## src/rtl/riscv_mem_pkg.sv

```systemverilog
// Shared definitions for the unified-memory port arbiter: return-tag owner
// encoding, byte-enable width and the default fetch-starvation bound.
package riscv_mem_pkg;

  localparam int BE_W             = 4;
  localparam int DEF_MAX_D_STREAK = 4;

  typedef enum logic [1:0] {
    OWN_NONE = 2'd0,
    OWN_I    = 2'd1,
    OWN_D    = 2'd2
  } owner_e;

endpackage

```

## src/rtl/mem_port_arbiter_if.sv

```systemverilog
// Bundles the fetch port, the data port and the SRAM pins seen by the arbiter.
// The arbiter uses the slave view; the core/SRAM side uses the master view.
interface mem_port_arbiter_if
  import riscv_mem_pkg::*;
#(
  parameter int AWIDTH = 12
);

  // fetch port
  logic              I_REQ;
  logic [31:0]       I_ADDR;
  logic              I_GNT;
  logic              I_RVALID;
  logic [31:0]       I_RDATA;
  // data port
  logic              D_REQ;
  logic              D_WE;
  logic [BE_W-1:0]   D_BE;
  logic [31:0]       D_ADDR;
  logic [31:0]       D_WDATA;
  logic              D_GNT;
  logic              D_RVALID;
  logic [31:0]       D_RDATA;
  // SRAM pins
  logic              M_CSN;
  logic              M_WEN;
  logic [BE_W-1:0]   M_BE;
  logic [AWIDTH-1:0] M_ADDR;
  logic [31:0]       M_DI;
  logic [31:0]       M_DOUT;

  modport slave (
    input  I_REQ, I_ADDR, D_REQ, D_WE, D_BE, D_ADDR, D_WDATA, M_DOUT,
    output I_GNT, I_RVALID, I_RDATA, D_GNT, D_RVALID, D_RDATA,
           M_CSN, M_WEN, M_BE, M_ADDR, M_DI
  );

  modport master (
    output I_REQ, I_ADDR, D_REQ, D_WE, D_BE, D_ADDR, D_WDATA, M_DOUT,
    input  I_GNT, I_RVALID, I_RDATA, D_GNT, D_RVALID, D_RDATA,
           M_CSN, M_WEN, M_BE, M_ADDR, M_DI
  );

endinterface

```

## src/rtl/mem_arb_streak_cnt.sv

```systemverilog
// Counts consecutive data grants taken while a fetch is waiting and flags
// when the fetch must be given the next slot.
module mem_arb_streak_cnt #(
  parameter int MAX_D_STREAK = 4
) (
  input  logic CLK,
  input  logic RST,
  input  logic i_req,
  input  logic i_gnt,
  input  logic d_gnt,
  output logic force_fetch
);

  localparam logic [3:0] MAX_CNT = 4'(MAX_D_STREAK);

  logic [3:0] streak;

  // Streak advances on each data grant that overtook a pending fetch;
  // it restarts whenever the fetch is served or stops asking.
  // NOTE: sequential state uses non-blocking assignments so every flop
  // samples pre-edge values regardless of block ordering.
  always_ff @(posedge CLK or posedge RST) begin
    if (RST) begin
      streak <= '0;
    end else if (!i_req || i_gnt) begin
      streak <= '0;
    end else if (d_gnt && streak != MAX_CNT) begin
      streak <= streak + 4'd1;
    end
  end

  assign force_fetch = (streak == MAX_CNT);

endmodule

```

## src/rtl/mem_port_arbiter.sv

```systemverilog
// Shares one single-port SRAM between the fetch and data ports. Data wins by
// default; a bounded streak forces a fetch through. Granted reads are tagged
// so the returning word is steered to its owner one cycle later.
module mem_port_arbiter
  import riscv_mem_pkg::*;
#(
  parameter int AWIDTH       = 12,
  parameter int MAX_D_STREAK = DEF_MAX_D_STREAK
) (
  input  logic              CLK,
  input  logic              RST,
  mem_port_arbiter_if.slave bus
);

  logic   i_gnt;
  logic   d_gnt;
  logic   force_fetch;
  owner_e tag;

  mem_arb_streak_cnt #(
    .MAX_D_STREAK (MAX_D_STREAK)
  ) u_streak (
    .CLK         (CLK),
    .RST         (RST),
    .i_req       (bus.I_REQ),
    .i_gnt       (i_gnt),
    .d_gnt       (d_gnt),
    .force_fetch (force_fetch)
  );

  // Grant selection: data first unless the fetch has waited its full streak.
  // NOTE: every combinational output gets a default first so no path through
  // the block leaves a value held, which would infer a latch.
  always_comb begin
    i_gnt = 1'b0;
    d_gnt = 1'b0;
    if (!RST) begin
      if (bus.D_REQ && !(bus.I_REQ && force_fetch)) begin
        d_gnt = 1'b1;
      end else if (bus.I_REQ) begin
        i_gnt = 1'b1;
      end
    end
  end

  // SRAM drive: idle pins unless a port holds the grant this cycle.
  always_comb begin
    bus.M_CSN  = 1'b1;
    bus.M_WEN  = 1'b1;
    bus.M_BE   = '0;
    bus.M_ADDR = '0;
    bus.M_DI   = '0;
    if (d_gnt) begin
      bus.M_CSN  = 1'b0;
      bus.M_ADDR = bus.D_ADDR[AWIDTH+1:2];
      if (bus.D_WE) begin
        bus.M_WEN = 1'b0;
        bus.M_BE  = bus.D_BE;
        bus.M_DI  = bus.D_WDATA;
      end
    end else if (i_gnt) begin
      bus.M_CSN  = 1'b0;
      bus.M_ADDR = bus.I_ADDR[AWIDTH+1:2];
    end
  end

  // Return tag: remembers who owns the word the SRAM presents next cycle.
  always_ff @(posedge CLK or posedge RST) begin
    if (RST) begin
      tag <= OWN_NONE;
    end else if (d_gnt && !bus.D_WE) begin
      tag <= OWN_D;
    end else if (i_gnt) begin
      tag <= OWN_I;
    end else begin
      tag <= OWN_NONE;
    end
  end

  assign bus.I_GNT    = i_gnt;
  assign bus.D_GNT    = d_gnt;
  assign bus.I_RVALID = (tag == OWN_I);
  assign bus.D_RVALID = (tag == OWN_D);
  assign bus.I_RDATA  = (tag == OWN_I) ? bus.M_DOUT : 32'd0;
  assign bus.D_RDATA  = (tag == OWN_D) ? bus.M_DOUT : 32'd0;

endmodule

```

## src/flat_wrapper.sv

```systemverilog
// flat-port wrapper written by rule: the top's interface ports become plain ports
module mem_port_arbiter_flat import riscv_mem_pkg::*;
#(
  parameter int AWIDTH       = 12,
  parameter int MAX_D_STREAK = DEF_MAX_D_STREAK
)
  (CLK, RST, bus_I_REQ, bus_I_ADDR, bus_D_REQ, bus_D_WE, bus_D_BE, bus_D_ADDR, bus_D_WDATA, bus_M_DOUT, bus_I_GNT, bus_I_RVALID, bus_I_RDATA, bus_D_GNT, bus_D_RVALID, bus_D_RDATA, bus_M_CSN, bus_M_WEN, bus_M_BE, bus_M_ADDR, bus_M_DI);
  mem_port_arbiter_if #(.AWIDTH(AWIDTH)) bus_i ();
  input  logic CLK;
  input  logic RST;
  input wire logic [$bits(bus_i.I_REQ)-1:0] bus_I_REQ;
  input wire logic [$bits(bus_i.I_ADDR)-1:0] bus_I_ADDR;
  input wire logic [$bits(bus_i.D_REQ)-1:0] bus_D_REQ;
  input wire logic [$bits(bus_i.D_WE)-1:0] bus_D_WE;
  input wire logic [$bits(bus_i.D_BE)-1:0] bus_D_BE;
  input wire logic [$bits(bus_i.D_ADDR)-1:0] bus_D_ADDR;
  input wire logic [$bits(bus_i.D_WDATA)-1:0] bus_D_WDATA;
  input wire logic [$bits(bus_i.M_DOUT)-1:0] bus_M_DOUT;
  output wire logic [$bits(bus_i.I_GNT)-1:0] bus_I_GNT;
  output wire logic [$bits(bus_i.I_RVALID)-1:0] bus_I_RVALID;
  output wire logic [$bits(bus_i.I_RDATA)-1:0] bus_I_RDATA;
  output wire logic [$bits(bus_i.D_GNT)-1:0] bus_D_GNT;
  output wire logic [$bits(bus_i.D_RVALID)-1:0] bus_D_RVALID;
  output wire logic [$bits(bus_i.D_RDATA)-1:0] bus_D_RDATA;
  output wire logic [$bits(bus_i.M_CSN)-1:0] bus_M_CSN;
  output wire logic [$bits(bus_i.M_WEN)-1:0] bus_M_WEN;
  output wire logic [$bits(bus_i.M_BE)-1:0] bus_M_BE;
  output wire logic [$bits(bus_i.M_ADDR)-1:0] bus_M_ADDR;
  output wire logic [$bits(bus_i.M_DI)-1:0] bus_M_DI;
  assign bus_i.I_REQ = bus_I_REQ;
  assign bus_i.I_ADDR = bus_I_ADDR;
  assign bus_i.D_REQ = bus_D_REQ;
  assign bus_i.D_WE = bus_D_WE;
  assign bus_i.D_BE = bus_D_BE;
  assign bus_i.D_ADDR = bus_D_ADDR;
  assign bus_i.D_WDATA = bus_D_WDATA;
  assign bus_i.M_DOUT = bus_M_DOUT;
  assign bus_I_GNT = bus_i.I_GNT;
  assign bus_I_RVALID = bus_i.I_RVALID;
  assign bus_I_RDATA = bus_i.I_RDATA;
  assign bus_D_GNT = bus_i.D_GNT;
  assign bus_D_RVALID = bus_i.D_RVALID;
  assign bus_D_RDATA = bus_i.D_RDATA;
  assign bus_M_CSN = bus_i.M_CSN;
  assign bus_M_WEN = bus_i.M_WEN;
  assign bus_M_BE = bus_i.M_BE;
  assign bus_M_ADDR = bus_i.M_ADDR;
  assign bus_M_DI = bus_i.M_DI;
  mem_port_arbiter #(.AWIDTH(AWIDTH), .MAX_D_STREAK(MAX_D_STREAK)) u_core (.CLK(CLK), .RST(RST), .bus(bus_i));
endmodule
```

## config.mk

```make
export PLATFORM = sky130hd
export DESIGN_NAME = mem_port_arbiter_flat
export DESIGN_NICKNAME = d
export VERILOG_FILES = /design/src/rtl/riscv_mem_pkg.sv /design/src/rtl/mem_port_arbiter_if.sv /design/src/rtl/mem_arb_streak_cnt.sv /design/src/rtl/mem_port_arbiter.sv /design/src/flat_wrapper.sv
export SDC_FILE = /design/constraint.sdc
export NUM_CORES = 1
export LEC_CHECK = 0
export ABC_CLOCK_PERIOD_IN_PS = 6000
export BUFFER_PORTS_ARGS = -buffer_cell sky130_fd_sc_hd__buf_2
export CORE_AREA = 2 2 100 102
export CTS_BUF_LIST = sky130_fd_sc_hd__clkbuf_2
export CTS_CLUSTER_DIAMETER = 50
export DETAILED_ROUTE_END_ITERATION = 12
export DIE_AREA = 0 0 102 104
export SYNTH_ARGS = -nofsm -noshare
export SYNTH_HDL_FRONTEND = slang
export SYNTH_HIERARCHICAL = 1
export SYNTH_SLANG_ARGS = --single-unit
```

## constraint.sdc

```tcl
create_clock -name CLK -period 6 [get_ports CLK]
set_input_delay 0.9 -clock CLK [delete_from_list [all_inputs] [get_ports CLK]]
set_output_delay 0.9 -clock CLK [all_outputs]
set_load 0.005 [all_outputs]
```

# Yosys cells after proc, flatten, opt, wreduce, memory -nomap -nowiden

Cells that the tools add are included.

Register bits: 6
Input bits: 137
Output and inout bits: 118

$add $sub $neg: 1
Equality and inequality tests: 4
Muxes and demuxes: 21
Reductions and logical operators: 9

Operator list:

| kind                                                | number |
|---|---|
| 2-to-1 mux 32 bit                                   | 4 |
| 2-to-1 mux 12 bit                                   | 2 |
| 2-to-1 mux 4 bit                                    | 4 |
| 2-to-1 mux 1 bit                                    | 10 |
| adder 4 x 1 -> 4 bit, second input constant         | 1 |
| equality test 4 x 3 -> 1 bit, second input constant | 1 |
| logical AND 1 bit                                   | 4 |
| != test 4 x 3 -> 1 bit, second input constant       | 1 |
| zero test 1 bit                                     | 3 |
| equality test 2 x 1 -> 1 bit, second input constant | 1 |
| equality test 2 bit, second input constant          | 1 |
| 2-to-1 mux 2 bit                                    | 1 |
| nonzero test 2 bit                                  | 1 |
| logical OR 1 bit                                    | 1 |

# Longest topological paths before layout

Gate-level depths: netlist (run 1).

Depth after elaboration: 9
Depth in mapped cells: 11
Gate-level depth less buffers: 9

# By module

The synthesis (run 1) kept the hierarchy.

Modules (own cells, without submodules):

| module             | instances | cells each | area each (um2) |
|---|---|---|---|
| mem_port_arbiter   | 1         | 208        | 1421.4 |
| mem_arb_streak_cnt | 1         | 27         | 227.7 |

# Worst setup path after synthesis (run 1)

Ideal clock, no wire load.

Path type: input to output
Start point: in bus_D_REQ
End point: out bus_D_GNT
Arrival time: 1.658 ns
Slack: 3.442 ns
Cell stages on the path: 4
Buffers on the path: 2
Cell sequence: a21bo_1 > buf_6 > buf_2 > nor2_1

Cells in the longest elaborated chain, start to end: 3

Ends and longest elaborated chain:

| what              | RTL line               | source |
|---|---|---|
| start, declared   | flat_wrapper.sv:13     | `input wire logic [$bits(bus_i.D_REQ)-1:0] bus_D_REQ;` |
| logical AND 1 bit | mem_port_arbiter.sv:38 | `if (bus.D_REQ && !(bus.I_REQ && force_fetch)) begin` |
| 2-to-1 mux 1 bit  | mem_port_arbiter.sv:38 |  |
| 2-to-1 mux 1 bit  | mem_port_arbiter.sv:37 | `if (!RST) begin` |
| end, declared     | flat_wrapper.sv:22     | `output wire logic [$bits(bus_i.D_GNT)-1:0] bus_D_GNT;` |

Every way passes these cells.

# Worst setup path after layout (run 1)

Start point: in RST
End point: out bus_M_WEN

Cells in the longest elaborated chain, start to end: 2

Ends and longest elaborated chain:

| what             | RTL line               | source |
|---|---|---|
| start, declared  | flat_wrapper.sv:10     | `input logic RST;` |
| 2-to-1 mux 1 bit | mem_port_arbiter.sv:37 |  |
| 2-to-1 mux 1 bit | mem_port_arbiter.sv:53 | `if (d_gnt) begin` |
| end, declared    | flat_wrapper.sv:26     | `output wire logic [$bits(bus_i.M_WEN)-1:0] bus_M_WEN;` |

Every way passes these cells.

==> metrics.cfg, run 1 <==
[floorplanning]
fp.dieW_um = 102
top_level_ports = 255
die_area_mm2 = 0.0106
design.core.area_mm2 = 0.00955
start_util = 0.173
rows = 36
die_h_um = 104

[clock_network]
h-tree-depth = 1
cts_resized = 0
clk_pin_slew_ps = 60
cts-root-buf = clkbuf_2
cts_tree = built
hold_buffers = 0
cts_setup_buffers = 0
cts-buffers-inserted = 3
cts_sinks = 6
cts_buffer_depth = 2
clock_latency_ps = 230

[routing]
vias_per_cell = 3.96
drcViolationCount = 0
wl_per_cell_um = 10.7
detail-route-antenna-nets = 0
vias = 2239
dr.pass1.iters = 4
drt_iter0_markers = 61
finalWirelength_um = 6020

[place]
placedInstanceArea_mm2 = 0.00276
pre_cts_slack_ps = 2610
dp_cells = 562
globalplace.congestion = 0.664
io_buffers = 214
dp.final_hpwl_um = 5100

[cells_and_area]
final_cell_area_mm2 = 0.00277
fin_util = 0.290
area_growth_pct = 68.1
drive_gt1_frac = 0.595
final_common_cell = buf_2
nets = 573
fin_cells = 565
diodes = 0
final_cell_mix = buf_2 (214), and2_1 (64), inv_1 (42)

[pwr]
power_leakage_nw = 1.72
power_frac_clock = 0.156
switchingPower_mw = 0.0756
pwr-share-comb = 0.620
swShare = 0.401
pwr_density_cell_mw_per_mm2 = 68.0
p_seq_frac = 0.224
p_int_mw = 0.113
ir_drop_uv = 64.0

[sta]
fin_skew_ps = 5.02
worst_pin_slew_ps = 1060
max_slew_margin = 0.292
setup_viol = 0
drv_slew = 0
fmax_ghz = 0.296
rsz0062_at_grt = no
layout_min_cycle_time_ps = 3370
tns_ps = 0
finalCritPeriodShare = 0.562
hold_viol = 0
finalWorstSetupSlack_ps = 2630

[run]
cap_violations = 0

[synthesis]
synthDominantCellAreaShare = 0.243
yosys_warnings = 6
synth.area.top_cells = and2_1 (24%), nor3_2 (22%), nand2b_1 (9.9%)
syn_area_mm2 = 0.00165
syn_inst = 235
synth_nets = 374
seq_area_frac_synth = 0.0910
avgSynthCellArea_um2 = 7.02
synth_cell_type_count = 24
yosys.area.top_type = and2_1
ys_ff_latch = 6

[worst_setup_path]
critPathSlowestCell = nand2b_2
timing.rr.start = u_core/u_streak/streak[0]$_DFFE_PP0P_
worstSetupEndpointType = output port
crit_path_max_fanout = 36
start_kind = input pin
arrival_ps = 2470
crit_top_cell = buf_2
cp-startpoint = RST
critPathMaxStageDelay_ps = 910
path_cells = buf_2 -> nand2b_2 -> or2_1 -> buf_2
path_class = input pin to output port
worstPathRequired_ps = 5100

[grt]
grt_pass1_vias = 1964
grt_max_degree = 52
antenna_found_initial = 0
track_usage = 0.102
grt_overflow = 0
grt_first_pass_wirelength_um = 8850

[min_path]
min_from = u_core/u_streak/streak[3]$_DFFE_PP0P_
hold_path.class = flip-flop to flip-flop

[status]
status = completed

through the flow:
| step | power (mW) | hold WS (ps) |
|---|---|---|
| after CTS | 0.192 | 541 |
| after floorplan | 0.105 | 506 |
| after detailed placement | 0.161 | 535 |
| after global routing | 0.208 | 580 |
| final | 0.188 | 539 |
| after global placement | 0.159 | 518 |
final cells by class:
| class | count | area (um^2) |
|---|---|---|
| Inverter | 42 | 158 |
| Multi-Input combinational cell | 166 | 1200 |
| Tap cell | 133 | 166 |
| Clock buffer | 3 | 15.0 |
| Sequential cell | 6 | 150 |
| Timing Repair Buffer | 215 | 1080 |
| Fill cell | 1054 | 6780 |
cells by family (layout without fill, tap and decap cells):
group,count (synthesis),after routing,share of synthesized area
DFF,6,6,0.0910
AOI/OAI and AO/OA,20,20,0.0910
buffers and inverters,63,260,0.181
adders and majority gates,2,2,0.0152
and+or+nand+nor,144,144,0.622
cell usage after synthesis, drive strengths merged:
cell type	n
and2	64
inv	42
nor3	40
nand2b	26
buf	14
o32ai	12
clkbuf	7
dfrtp	6
a21oi	4
nand3	3
o21ai	3
and2b	2
ha	2
nand2	2
nor2	2
a21bo	1
nand3b	1
nand4	1
nor2b	1
or2	1
or3	1
power by group through the flow:
stage / Combinational [mW] / Clock [mW] / Sequential [mW]
detailed placement: 0.118 / 0 / 0.0430
CTS: 0.119 / 0.0310 / 0.0423
floorplan: 0.0622 / 0 / 0.0428
finish: 0.117 / 0.0294 / 0.0423
global placement: 0.116 / 0 / 0.0430
global route: 0.131 / 0.0343 / 0.0424
worst paths after layout:
| kind | end | slack (ps) | depth (start not counted) |
|---|---|---|---|
| worst max-delay path | bus_M_WEN | 2630 | 4 |
| worst min-delay path | u_core/u_streak/streak[3]$_DFFE_PP0P_ | 540 | 2 |
| worst max register to register | u_core/u_streak/streak[3]$_DFFE_PP0P_ | 3460 | 10 |
| worst min register to register | u_core/u_streak/streak[3]$_DFFE_PP0P_ | 540 | 2 |
| max in group asynchronous | u_core/u_streak/streak[3]$_DFFE_PP0P_ | 5070 | 2 |
| min in group asynchronous | u_core/tag[1]$_DFF_PP0_ | 760 | 2 |
registers in the layout (all words and copies together) (netlist names):
| name | count |
|---|---|
| u_core/u_streak/streak | 4 |
| u_core/tag | 2 |
critical path, delay by kind of cell:
kind	cells	cell delay, ps
buf+inv	2	460
simple gates	2	1110
per-layer routing:
layer | vias up | track usage | part of all wire
met3 | 0 | 0.0188 | 0.099
met4 | 0 | 0.0229 | 0
met2 | 146 | 0.203 | 0.51
li1 | 1132 | - | -
met5 | - | 0 | 0
met1 | 961 | 0.107 | 0.39
(Power assumes the default switching activity.)
==> run 2, diff against run 1 <==
--- a/config.mk
+++ b/config.mk
@@ -5,7 +5,7 @@
 export SDC_FILE = /design/constraint.sdc
 export NUM_CORES = 1
 export LEC_CHECK = 0
-export ABC_CLOCK_PERIOD_IN_PS = 6000
+export ABC_CLOCK_PERIOD_IN_PS = 3300
 export BUFFER_PORTS_ARGS = -buffer_cell sky130_fd_sc_hd__buf_2
 export CORE_AREA = 2 2 100 102
 export CTS_BUF_LIST = sky130_fd_sc_hd__clkbuf_2
==> constraint.sdc (replaced) <==
create_clock -name CLK -period 3.3 [get_ports CLK]
set_input_delay 0.495 -clock CLK [delete_from_list [all_inputs] [get_ports CLK]]
set_output_delay 0.495 -clock CLK [all_outputs]
set_load 0.005 [all_outputs]
==> metrics.cfg, run 2 (synthesis gave the netlist of run 1 again) <==
[clock_network]
cts_setup_buffers = 0  ; unchanged
clk_pin_slew_ps = 60  ; about the same
cts_tree = built  ; unchanged
cts_sinks = 6  ; unchanged
h-tree-depth = 1  ; unchanged
cts_buffer_depth = 2  ; unchanged
cts-root-buf = clkbuf_2  ; unchanged
cts_resized = 0  ; unchanged
cts-buffers-inserted = 3  ; unchanged
clock_latency_ps = 230  ; about the same
hold_buffers = 0  ; unchanged

[worst_setup_path]
cp_num_buf_inv = 4  ; was 2
critPathMaxStageDelay_ps = 500  ; was 910 ps
path_class = flip-flop to output port  ; was input pin to output port
critPathSlowestCell = a21bo_2  ; was nand2b_2
crit_top_cell = inv_1  ; was buf_2
rrSetupSlack_ps = 880  ; was 3460 ps
arrival_ps = 2210  ; was 2470 ps
timing.rr.start = u_core/u_streak/streak[0]$_DFFE_PP0P_  ; unchanged
crit_path_max_fanout = 31  ; was 36
start_kind = flip-flop  ; was input pin
worstPathRequired_ps = 2800  ; was 5100 ps
r2r_cells = 9  ; was 10
worstSetupEndpointType = output port  ; unchanged
crit_family = buffers and inverters  ; was simple AND/OR/NAND/NOR gates
path_cells = inv_1 -> ha_1 -> nand3b_1 -> inv_1 -> a21bo_2 -> buf_12 -> or2_1 -> buf_2  ; was buf_2 -> nand2b_2 -> or2_1 -> buf_2
r2r-end = u_core/u_streak/streak[3]$_DFFE_PP0P_  ; unchanged

[place]
globalplace.congestion = 0.708  ; was 0.664
dp_cells = 565  ; was 562
io_buffers = 214  ; unchanged
dp.final_hpwl_um = 5190  ; was 5100 um
placedInstanceArea_mm2 = 0.00279  ; was 0.00276 mm^2

[cells_and_area]
final_common_cell = buf_2  ; unchanged
area_growth_pct = 70.2  ; was 68.1%
largest_registers = u_core/u_streak/streak x4, u_core/tag x2  ; unchanged
drive_gt1_frac = 0.598  ; was 0.595
regMostFlops = u_core/u_streak/streak  ; unchanged
final_cell_area_mm2 = 0.00281  ; was 0.00277 mm^2
nets = 576  ; was 573
largest_reg_flops = 4  ; unchanged
final_cell_mix = buf_2 (214), and2_1 (64), inv_1 (42)  ; unchanged
diodes = 0  ; unchanged
fill_cells = 1039  ; was 1054
fin_cells = 568  ; was 565

[routing]
drt_iter0_markers = 75  ; was 61
detail-route-antenna-nets = 0  ; unchanged
drcViolationCount = 0  ; unchanged
vias_per_cell = 4.07  ; was 3.96
finalWirelength_um = 6140  ; was 6020 um
dr.pass1.iters = 4  ; unchanged
vias = 2314  ; was 2239
wl_per_cell_um = 10.8  ; was 10.7 um

[pwr]
p_seq_frac = 0.221  ; was 0.224
pwr-share-comb = 0.625  ; was 0.620
power_leakage_nw = 1.74  ; was 1.72 nW
ir_drop_uv = 80.0  ; was 64.0 uV
swShare = 0.402  ; was 0.401
pwr_density_cell_mw_per_mm2 = 124  ; was 68.0 mW/mm^2
switchingPower_mw = 0.140  ; was 0.0756 mW
power_mw = 0.349  ; was 0.188 mW
p_int_mw = 0.209  ; was 0.113 mW
power_frac_clock = 0.154  ; was 0.156

[status]
status = completed  ; unchanged

[floorplanning]
top_level_ports = 255  ; unchanged
fp.dieW_um = 102  ; unchanged
die_h_um = 104  ; unchanged
die_area_mm2 = 0.0106  ; unchanged
start_util = 0.173  ; unchanged
design.core.area_mm2 = 0.00955  ; unchanged
rows = 36  ; unchanged

[sta]
drv_slew = 0  ; unchanged
layout_min_cycle_time_ps = 2700
setup_viol = 0  ; unchanged
worst_pin_slew_ps = 808  ; was 1060 ps
hold_viol = 0  ; unchanged
holdWs_ps = 378  ; was 539 ps
fmax_ghz = 0.370
max_slew_margin = 0.461  ; was 0.292
fin_skew_ps = 2.03  ; was 5.02 ps
rsz0062_at_grt = no  ; unchanged
finalCritPeriodShare = 0.818
tns_ps = 0  ; unchanged

[grt]
grt_overflow = 0  ; unchanged
grt_max_degree = 34  ; was 52
grt_first_pass_wirelength_um = 9030  ; was 8850 um
grt_pass1_vias = 2049  ; was 1964
track_usage = 0.105  ; was 0.102
antenna_found_initial = 0  ; unchanged

[run]
cap_violations = 0  ; unchanged

[min_path]
hold_path.class = input pin to async pin  ; was flip-flop to flip-flop

-- run 2: cell types whose count changed in the layout (fill, tap and decap cells not counted) --
| cell | change |
|---|---|
| buf_12 | +1 |
| buf_4 | +2 |
-- run 2: area by class of cell --
| cell class | count | area, um^2 | share of cell area |
|---|---|---|---|
| multi-input combinational | 166 | 1200 | 0.429 |
| timing repair buffer | 218 | 1110 | 0.397 |
| tap | 133 | 166 | 0.0593 |
| inverter | 42 | 158 | 0.0562 |
| sequential | 6 | 150 | 0.0535 |
| clock buffer | 3 | 15.0 | 0.00535 |
-- run 2: worst max path at each step --
stage	endpoint	depth (start not counted)	slack (ps)	startpoint
global route	bus_D_GNT	7	440	u_core/u_streak/streak[0]$_DFFE_PP0P_
CTS	bus_M_WEN	8	610	u_core/u_streak/streak[0]$_DFFE_PP0P_
detailed placement	bus_M_WEN	8	890	u_core/u_streak/streak[0]$_DFFE_PP0P_
finish	bus_M_WEN	8	600	u_core/u_streak/streak[0]$_DFFE_PP0P_
floorplan	u_core/u_streak/streak[3]$_DFFE_PP0P_	11	1110	u_core/u_streak/streak[0]$_DFFE_PP0P_
global placement	bus_M_WEN	8	900	u_core/u_streak/streak[0]$_DFFE_PP0P_
-- run 2: layer usage --
| metal | track usage | wire length, um |
|---|---|---|
| met1 | 0.108 | 2270 |
| met2 | 0.210 | 3160 |
| met3 | 0.0195 | 661 |
| met4 | 0.0248 | 41 |
| met5 | 0 | 0 |
-- run 2: power by group through the flow --
stage,logic [mW],clock network (mW),registers (mW)
detailed placement,0.221,0,0.0783
finish,0.218,0.0539,0.0770
global placement,0.216,0,0.0781
global route,0.243,0.0622,0.0771
floorplan,0.113,0,0.0779
CTS,0.221,0.0569,0.0769
-- run 2: metrics by stage --
step           worst slack (ps)  utilization
2_1_floorplan              1110            -
3_3_place_gp                902        0.292
3_5_place_dp                886        0.292
4_1_cts                     607        0.294
5_1_grt                     443        0.294
6_report                    600        0.294
-- run 2: tightest hold or removal path, delay by kind of cell --
| family | cells | cell delay, ps |
|---|---|---|
| buffers and inverters | 3 | 460 |
==> run 3, diff against run 2 <==
--- a/config.mk
+++ b/config.mk
@@ -5,13 +5,14 @@
 export SDC_FILE = /design/constraint.sdc
 export NUM_CORES = 1
 export LEC_CHECK = 0
-export ABC_CLOCK_PERIOD_IN_PS = 3300
+export ABC_AREA = 1
+export ABC_CLOCK_PERIOD_IN_PS = 2200
 export BUFFER_PORTS_ARGS = -buffer_cell sky130_fd_sc_hd__buf_2
-export CORE_AREA = 2 2 100 102
+export CORE_AREA = 2 2 99 101
 export CTS_BUF_LIST = sky130_fd_sc_hd__clkbuf_2
 export CTS_CLUSTER_DIAMETER = 50
 export DETAILED_ROUTE_END_ITERATION = 12
-export DIE_AREA = 0 0 102 104
+export DIE_AREA = 0 0 101 103
 export SYNTH_ARGS = -nofsm -noshare
 export SYNTH_HDL_FRONTEND = slang
 export SYNTH_HIERARCHICAL = 1
==> constraint.sdc (replaced) <==
create_clock -name CLK -period 2.2 [get_ports CLK]
set_input_delay 0.33 -clock CLK [delete_from_list [all_inputs] [get_ports CLK]]
set_output_delay 0.33 -clock CLK [all_outputs]
set_load 0.005 [all_outputs]
==> metrics.cfg, run 3 <==
[place]
dp_cells = 592  ; was 565
dp.final_hpwl_um = 5490  ; was 5190 um
io_buffers = 214  ; unchanged
globalplace.congestion = 0.732  ; was 0.708

[routing]
wl_per_cell_um = 10.7  ; was 10.8 um
drcViolationCount = 0  ; unchanged
detail-route-antenna-nets = 0  ; unchanged
dr.pass1.iters = 6  ; was 4
vias = 2441  ; was 2314
vias_per_cell = 4.06  ; was 4.07
drt_iter0_markers = 46  ; was 75
finalWirelength_um = 6420  ; was 6140 um

[cells_and_area]
final_cell_mix = buf_2 (214), nor2_1 (88), nand2_1 (58)  ; was buf_2 (214), and2_1 (64), inv_1 (42)
final_common_cell = buf_2  ; unchanged
largest_reg_flops = 4  ; unchanged
fill_cells = 1069  ; was 1039
area_growth_pct = 86.0  ; was 70.2%
multiInputGateArea_um2 = 978  ; was 0.00120 mm^2
regArea_um2 = 150  ; unchanged
fin_cells = 601  ; was 568
drive_gt1_frac = 0.514  ; was 0.598
largest_registers = u_core/u_streak/streak x4, u_core/tag x2  ; unchanged
regMostFlops = u_core/u_streak/streak  ; unchanged
nets = 627  ; was 576

[sta]
hold_viol = 0  ; unchanged
drv_slew = 0  ; unchanged
tns_ps = 0  ; unchanged
fmax_ghz = 0.485
max_slew_margin = 0.612  ; was 0.461
worst_pin_slew_ps = 582  ; was 808 ps
setup_viol = 0  ; unchanged
rsz0062_at_grt = yes  ; was no
fin_skew_ps = 2.76  ; was 2.03 ps
layout_min_cycle_time_ps = 2060
finalCritPeriodShare = 0.938

[synthesis]
syn_inst = 279  ; was 235
synth_cell_type_count = 20  ; was 24
synth_nets = 418  ; was 374
synthDominantCellAreaShare = 0.243  ; about the same
yosys.area.top_type = nor2_1  ; was and2_1
yosysMostFrequentCell = nor2_1  ; was and2_1
synth.area.top_cells = nor2_1 (24%), nand2_1 (16%), inv_1 (12%)  ; was and2_1 (24%), nor3_2 (22%), nand2b_1 (9.9%)
synth-edff-count = 0  ; unchanged
synth_common_cells = nor2_1 (92), nand2_1 (59), inv_1 (46)  ; was and2_1 (64), inv_1 (42), nor3_2 (37)
synthArstFlopShare = 1.00  ; unchanged
ys_ff_latch = 6  ; unchanged
ys.flop_type = dfrtp_1  ; unchanged
yosys_warnings = 6  ; unchanged
seq_area_frac_synth = 0.105  ; was 0.0910
avgSynthCellArea_um2 = 5.10  ; was 7.02 um^2
syn_area_mm2 = 0.00142  ; was 0.00165 mm^2

[worst_setup_path]
worstSetupEndpointType = output port  ; unchanged
start_kind = flip-flop  ; unchanged
crit_family = simple AND/OR/NAND/NOR gates  ; was buffers and inverters
cp_num_buf_inv = 3  ; was 4
path_cells = inv_1 -> ha_1 -> nand2_1 -> nor2_2 -> nand2_2 -> nand3_4 -> buf_8 -> nor2_4 -> buf_2  ; was inv_1 -> ha_1 -> nand3b_1 -> inv_1 -> a21bo_2 -> buf_12 -> or2_1 -> buf_2
critPathSlowestCell = dfrtp_1  ; was a21bo_2
worstPathRequired_ps = 1870  ; was 2800 ps
arrival_ps = 1730  ; was 2210 ps
critPathMaxStageDelay_ps = 400  ; was 500 ps
path_class = flip-flop to output port  ; unchanged
crit_path_max_fanout = 8  ; was 31

[pwr]
ir_drop_uv = 79.6  ; was 80.0 uV
power_leakage_nw = 1.86  ; was 1.74 nW
pwr_density_cell_mw_per_mm2 = 199  ; was 124 mW/mm^2

[clock_network]
clock_latency_ps = 210  ; was 230 ps
cts_sinks = 6  ; unchanged
cts-buffers-inserted = 3  ; unchanged
h-tree-depth = 1  ; unchanged
cts_tree = built  ; unchanged
cts_buffer_depth = 2  ; unchanged
cts-root-buf = clkbuf_2  ; unchanged
clk_pin_slew_ps = 60  ; about the same

[floorplanning]
fp.dieW_um = 101  ; was 102 um
design.core.area_mm2 = 0.00946  ; was 0.00955 mm^2
die_area_mm2 = 0.0104  ; was 0.0106 mm^2
die_h_um = 103  ; was 104 um
start_util = 0.151  ; was 0.173
top_level_ports = 255  ; unchanged
rows = 36  ; unchanged

[grt]
grt_pass1_vias = 1998  ; was 2049
grt_max_degree = 39  ; was 34
grt_overflow = 0  ; unchanged
antenna_found_initial = 1  ; was 0
grt_first_pass_wirelength_um = 8640  ; was 9030 um
track_usage = 0.104  ; was 0.105

[run]
cap_violations = 0  ; unchanged

[status]
status = completed  ; unchanged

[min_path]
hold_path.class = input pin to async pin  ; unchanged

## run 3: cell families (layout without fill, tap and decap cells)
group | Yosys count | after routing | share of synthesized area
AOI/OAI and AO/OA | 4 | 4 | 0.0141
xor gates and xnor gates | 1 | 1 | 0.00615
adders and majority gates | 2 | 2 | 0.0176
buffers and inverters | 67 | 274 | 0.225
DFF | 6 | 6 | 0.105
other | 0 | 1 | 0
and+or+nand+nor | 199 | 199 | 0.632
## run 3: report_power, final
group | switching [mW] | internal (mW) | leakage, nW
sequential | 0.00230 | 0.114 | 0.0822
clock | 0.0360 | 0.0369 | 0.0125
combinational | 0.181 | 0.157 | 1.77
## run 3: final cells by class
type                            instances  area share
Clock buffer                            3     0.00567
Inverter                               47      0.0666
Multi-Input combinational cell        206       0.369
Tap cell                              114      0.0538
Sequential cell                         6      0.0567
Antenna cell                            1    0.000945
Timing Repair Buffer                  224       0.447
## run 3: stage by stage
| stage | power (mW) | instance area, um^2 | setup WS (ps) | utilization | hold WS [ps] |
|---|---|---|---|---|---|
| 6_report | 0.528 | 2650 | 137 | 0.280 | 22.8 |
| 2_1_floorplan | 0.281 | 1420 | 427 | - | 96.1 |
| 3_3_place_gp | 0.439 | 2540 | 283 | 0.269 | 251 |
| 4_1_cts | 0.525 | 2570 | 25.8 | 0.272 | 1.78 |
| 5_1_grt | 0.581 | 2650 | -15.4 | 0.280 | 25.9 |
| 3_5_place_dp | 0.444 | 2540 | 257 | 0.269 | 251 |
## run 3: what timing repair did
item | CTS | global route
hold buffers | 0 | 0
endpoints found under the setup margin | 2 | 41
pin swaps | 0 | 1
gates resized for setup | 2 | 6
gates cloned | 0 | 2
setup buffers | 0 | 3
## run 3: metal layers
metal / GRT usage / wire length, um / up-vias
li1: - / - / 1238
met1: 0.105 / 2280 / 1042
met2: 0.216 / 3410 / 159
met3: 0.00949 / 672 / 2
met4: 0.0405 / 58 / 0
met5: 0 / 0 / -
## run 3: path summary, 6_finish.rpt
check / slack [ps] / depth (start not counted) / end / from
min: 20 / 2 / u_core/u_streak/streak[1]$_DFFE_PP0P_ / RST
min in group CLK: 470 / 4 / u_core/tag[0]$_DFF_PP0_ / RST
max reg2reg: 420 / 11 / u_core/u_streak/streak[1]$_DFFE_PP0P_ / u_core/u_streak/streak[0]$_DFFE_PP0P_
max: 140 / 9 / bus_M_DI[25] / u_core/u_streak/streak[0]$_DFFE_PP0P_
min reg2reg: 560 / 2 / u_core/u_streak/streak[3]$_DFFE_PP0P_ / u_core/u_streak/streak[3]$_DFFE_PP0P_
max in group asynchronous: 1900 / 2 / u_core/tag[1]$_DFF_PP0_ / RST
